$ cat config.mk
export PLATFORM = sky130hd
export DESIGN_NAME = fu_jump_pipe
export DESIGN_NICKNAME = d
export VERILOG_FILES = /design/src/rtl/fu_jump_pipe.sv
export SDC_FILE = /design/constraint.sdc
export NUM_CORES = 1
export LEC_CHECK = 0
export ABC_AREA = 0
export CAP_MARGIN = 20
export CELL_PAD_IN_SITES_DETAIL_PLACEMENT = 1
export CELL_PAD_IN_SITES_GLOBAL_PLACEMENT = 2
export CORE_ASPECT_RATIO = 1.5
export CORE_MARGIN = 8
export CORE_UTILIZATION = 35
export DETAILED_ROUTE_END_ITERATION = 10
export PLACE_DENSITY_LB_ADDON = 0.1
export SYNTH_ARGS = -nofsm -noshare
export SYNTH_HDL_FRONTEND = slang
export SYNTH_SLANG_ARGS = --single-unit
$ cat constraint.sdc
create_clock -name clk -period 5.1 [get_ports clk]
set_input_delay 0.765 -clock clk [delete_from_list [all_inputs] [get_ports clk]]
set_output_delay 0.765 -clock clk [all_outputs]
set_load 0.05 [all_outputs]
$ cat src/rtl/fu_jump_pipe.sv
// Pipelined branch/jump unit: resolves condition, target and link address, then carries them
// through LATENCY registers. Define PRED_CHECK_EN to add prediction inputs and a mispredict output.
module fu_jump_pipe #(
  parameter int unsigned XLEN    = 32,
  parameter int unsigned LATENCY = 2,
  parameter int unsigned TAG_W   = 4
) (
  input  logic             clk,
  input  logic             rst,
  input  logic             EN,
  output logic             ready,
  input  logic             flush,
  input  logic             stall,
  input  logic             JALR,
  input  logic [3:0]       cmp_ctrl,
  input  logic [XLEN-1:0]  rs1_data,
  input  logic [XLEN-1:0]  rs2_data,
  input  logic [XLEN-1:0]  imm,
  input  logic [XLEN-1:0]  PC,
  input  logic [TAG_W-1:0] tag_in,
`ifdef PRED_CHECK_EN
  input  logic             pred_taken,
  input  logic [XLEN-1:0]  pred_target,
  output logic             mispredict,
`endif
  output logic             finish,
  output logic             is_jump,
  output logic [XLEN-1:0]  PC_jump,
  output logic [XLEN-1:0]  PC_wb,
  output logic [TAG_W-1:0] tag_out,
  output logic             misalign
);

  logic             w_advance;
  logic             w_taken;
  logic             w_misalign;
  logic [XLEN-1:0]  w_target;
  logic [XLEN-1:0]  w_link;

  logic [LATENCY-1:0] r_valid;
  logic [LATENCY-1:0] r_jump;
  logic [LATENCY-1:0] r_misalign;
  logic [XLEN-1:0]    r_pc_jump [LATENCY];
  logic [XLEN-1:0]    r_pc_wb   [LATENCY];
  logic [TAG_W-1:0]   r_tag     [LATENCY];
`ifdef PRED_CHECK_EN
  logic [LATENCY-1:0] r_pred_taken;
  logic [XLEN-1:0]    r_pred_target [LATENCY];
`endif

  // The whole pipe moves together; a held result at the tail freezes every stage.
  assign w_advance = ~r_valid[LATENCY-1] | ~stall;
  assign ready     = w_advance & ~rst;

  always_comb begin
    w_taken = 1'b0;
    unique casez (cmp_ctrl)
      4'b000?: w_taken = 1'b0;
      4'b001?: w_taken = (rs1_data == rs2_data);
      4'b010?: w_taken = (rs1_data != rs2_data);
      4'b011?: w_taken = ($signed(rs1_data) < $signed(rs2_data));
      4'b100?: w_taken = ($signed(rs1_data) >= $signed(rs2_data));
      4'b101?: w_taken = (rs1_data < rs2_data);
      4'b110?: w_taken = (rs1_data >= rs2_data);
      4'b111?: w_taken = 1'b1;
      default: w_taken = 1'b0;
    endcase
  end

  assign w_target   = JALR ? ((rs1_data + imm) & {{(XLEN-1){1'b1}}, 1'b0}) : (PC + imm);
  assign w_link     = PC + XLEN'(4);
  assign w_misalign = w_taken & (w_target[1:0] != 2'b00);

  // Stage data loads only behind a valid op so the tail keeps the last result across bubbles.
  always_ff @(posedge clk) begin
    if (rst) begin
      r_valid    <= '0;
      r_jump     <= '0;
      r_misalign <= '0;
      for (int i = 0; i < LATENCY; i++) begin
        r_pc_jump[i] <= '0;
        r_pc_wb[i]   <= '0;
        r_tag[i]     <= '0;
      end
`ifdef PRED_CHECK_EN
      r_pred_taken <= '0;
      for (int i = 0; i < LATENCY; i++) r_pred_target[i] <= '0;
`endif
    end else if (flush) begin
      r_valid <= '0;
    end else if (w_advance) begin
      r_valid[0] <= EN;
      if (EN) begin
        r_jump[0]     <= w_taken;
        r_misalign[0] <= w_misalign;
        r_pc_jump[0]  <= w_target;
        r_pc_wb[0]    <= w_link;
        r_tag[0]      <= tag_in;
`ifdef PRED_CHECK_EN
        r_pred_taken[0]  <= pred_taken;
        r_pred_target[0] <= pred_target;
`endif
      end
      for (int i = 1; i < LATENCY; i++) begin
        r_valid[i] <= r_valid[i-1];
        if (r_valid[i-1]) begin
          r_jump[i]     <= r_jump[i-1];
          r_misalign[i] <= r_misalign[i-1];
          r_pc_jump[i]  <= r_pc_jump[i-1];
          r_pc_wb[i]    <= r_pc_wb[i-1];
          r_tag[i]      <= r_tag[i-1];
`ifdef PRED_CHECK_EN
          r_pred_taken[i]  <= r_pred_taken[i-1];
          r_pred_target[i] <= r_pred_target[i-1];
`endif
        end
      end
    end
  end

  assign finish   = r_valid[LATENCY-1];
  assign is_jump  = finish & r_jump[LATENCY-1];
  assign misalign = finish & r_misalign[LATENCY-1];
  assign PC_jump  = r_pc_jump[LATENCY-1];
  assign PC_wb    = r_pc_wb[LATENCY-1];
  assign tag_out  = r_tag[LATENCY-1];

`ifdef PRED_CHECK_EN
  assign mispredict = finish & ((r_jump[LATENCY-1] != r_pred_taken[LATENCY-1]) |
                                (r_jump[LATENCY-1] &
                                 (r_pred_target[LATENCY-1] != r_pc_jump[LATENCY-1])));
`endif

endmodule

==> flow_summary_export.csv <==
group,metric,value,unit
die,core,0.0292,sq mm
power_and_ir_drop,power.density,270,mW/mm^2
cts,clk_path_buf_depth,2,
global_routing,overflow,0,
sta,slew_violations,0,
layout,nets,1422,
synthesis,syn_inst,1037,
synthesis,syn_nets,1275,
die,die-area,0.0352,sq mm
drt,drtIter0Drc,189,
die,ios,214,
power_and_ir_drop,leakagePower,5.14,nW
synthesis,synth_cell_types,68,
setup_path,cp.arrival,4.21,ns
drt,wl_per_cell,18.6,um
min_path,hold_path_class,"reg -> reg",
synthesis,async_flop_share,0,%
cts,cts.sinks,142,
setup_path,timing.rr.end,"r_pc_jump[0][29]",
synthesis,yosysSeqAreaShare,40.9,%
setup_path,startpoint_type,"input port",
drt,routed_via_density,4.95,
synthesis,synth_largest_area_cell,"edfxtp_1",
cts,ctsResizeCount,0,
sta,period_share,79.9,%
die,die_x,156,um
synthesis,synth_edf_count,136,
sta,finalHoldViolations,0,
drt,drt-pass1-iter-count,4,
cts,h-tree-depth,4,
sta,max_clock_freq,245,MHz
synthesis,synth.avg_cell_area,9.90,sq um
run,drv_cap,0,
synthesis,synth_area_leaders,"edfxtp_1 (40%), ha_1 (11%), and2_1 (5.0%), buf_4 (5.0%), a21oi_1 (3.9%)",
cts,cts_setup_buffers,0,
layout,finish.utilization,44.2,%
setup_path,required,5.23,ns
synthesis,yosysWarningCount,0,
die,initial_core_util,35.2,%
setup_path,cp_max_fo,4,
cts,clkLatencyLatePin,0.43,ns
layout,antenna_cells,0,
drt,vias,7876,
cts,numCtsBuffers,17,
placed_design,place_hpwl,24.6,mm
setup_path,cp-startpoint,"imm[0]",
sta,setup_violations,0,
sta,fin_setup_tns,0,ns
cts,ctsHoldBuffers,0,
global_routing,antenna_found_initial,0,
synthesis,ys_ff_latch,142,
drt,ant_nets,0,
global_routing,grt_max_degree,69,
global_routing,gr-usage-all-layers,16.8,%
setup_path,crit_type,"in -> reg",
drt,finalWirelength,29.6,mm
layout,drive_gt1_share,5.10,%
layout,synthToLayoutAreaGrowth,25.7,%
synthesis,synth.top_cell.area_share,39.8,%
placed_design,place.gp.congestion,0.859,
placed_design,numPortBuffers,212,
sta,tightest_slew,0.944,ns
cts,clk_pin_slew_worst_paths,0.06,ns
setup_path,r2r_start,"r_valid[1]",
synthesis,synth-main-ff-cell,"edfxtp_1",
min_path,worstHoldStart,"r_jump[0]",
global_routing,grt_pass1_vias,8399,
setup_path,r2r_cells,6,
power_and_ir_drop,peakVddDrop,0.267,mV
drt,drc,0,
setup_path,critPathCaptureType,"flop",
setup_path,crit_end,"r_pc_jump[0][28]",
power_and_ir_drop,p_total,3.48,mW
die,die_h,226,um
setup_path,reg2reg_slack,2.54,ns
die,rows,77,
sta,fin_crit,4.07,ns
global_routing,grt_pass1_wl,45.7,mm
sta,rsz0062_at_grt,"no",
cts,cts_tree,"yes",
status,outcome,"complete, no violations",
sta,slew_headroom,37.1,%
cts,cts-root-buf,"clkbuf_16",
synthesis,netlist_area,0.0103,sq mm
sta,clock_skew,0.00898,ns
[stage by stage]
| stage | instances | instance area (sq um) | hold WS, ns | setup WS (ns) |
|---|---|---|---|---|
| after detailed placement | 1560 | 12400 | 0.453 | 0.561 |
| after global placement | 1560 | 12400 | 0.443 | 0.598 |
| final | 1592 | 12900 | 0.457 | 1.03 |
| after global routing | 1592 | 12900 | 0.494 | 0.867 |
| after CTS | 1592 | 12900 | 0.463 | 1.02 |
| after floorplan | 1037 | 10300 | 0.423 | 1.60 |
[worst min path at each step]
stage,depth (start not counted),slack [ns],endpoint
2_1_floorplan,2,0.42,r_jump[0]
3_3_place_gp,2,0.44,r_jump[0]
3_5_place_dp,2,0.45,r_jump[0]
4_1_cts,2,0.46,r_jump[0]
5_1_grt,2,0.49,r_jump[0]
6_report,2,0.46,r_jump[0]
[worst max-delay path, stage by stage]
cell	delay [ns]
clkdlybuf4s50_1	0.47
ha_1	0.26
fa_1	0.40
a21o_2	0.22
a221oi_1	0.56
o21a_1	0.27
a211oi_1	0.13
o31ai_2	0.43
o31ai_2	0.14
a31o_2	0.27
xor2_1	0.14
nand2_1	0.08
a21oi_1	0.06
[cell type report]
type,instances,area (sq um)
fillers,3274,16300
multi-input cells,754,5290
inverters,50,188
clock buffers,19,433
clock inverters,13,124
flip-flops and latches,142,4200
well taps,395,494
repair buffers,219,2170
[synth_stat cells (17+ instances only)]
cell type  number
edfxtp_1      136
ha_1           94
and2_1         82
a21oi_1        80
nor2_1         77
buf_4          68
nand2_1        57
inv_1          50
o21ai_0        41
xnor2_1        39
xor2_1         33
nand3_1        32
a21o_1         28
clkbuf_1       20
nor3_1         20
o21a_1         19
nand4_1        17
[flip-flops by register name, summed over array words and instances, names as in the netlist]
signal / cells
r_pc_jump: 64
r_misalign: 2
r_pc_wb: 64
r_jump: 2
r_tag: 8
r_valid: 2
[kinds of logic (layout without fill, tap and decap cells)]
group                    Yosys count  after routing  share of synthesized area [%]
AO/OA/AOI/OAI                    238            238                           15.5
flip-flops                       142            142                           40.9
AND/OR/NAND/NOR                  340            340                           17.0
buffers and inverters            141            301                           7.70
XOR/XNOR                          72             72                           6.14
adder cells (fa/ha/maj)           96             96                           11.8
multiplexers                       8              8                          0.804
[report_power, final]
group	switching [mW]	leakage (nW)	internal, mW
logic	0.530	3.39	0.394
clock network	0.470	0.269	0.711
registers	0.0193	1.48	1.36
total	1.02	5.14	2.47
[routing by layer]
layer / share of wire, % / wire length, um / track usage [%] / up-vias
li1: - / - / - / 3977
met1: 45 / 13300 / 20.7 / 3736
met2: 50 / 14900 / 29.8 / 143
met3: 3.8 / 1140 / 2.38 / 20
met4: 1.1 / 326 / 4.49 / 0
met5: 0 / 0 / 0 / -
[cells in the final DEF (no fill, tap or decap), types with 19 or more instances in the layout]
cell type / netlist / layout
nand3_1: 32 / 32
nand2_1: 57 / 57
a21oi_1: 80 / 79
nor2_1: 77 / 77
and2_1: 82 / 82
clkdlybuf4s50_1: 0 / 212
o21a_1: 19 / 19
inv_1: 50 / 49
ha_1: 94 / 94
edfxtp_1: 136 / 136
a21o_1: 28 / 27
xnor2_1: 39 / 39
o21ai_0: 41 / 41
nor3_1: 20 / 20
xor2_1: 33 / 33
Note: power is estimated with default switching activity, not from simulation.
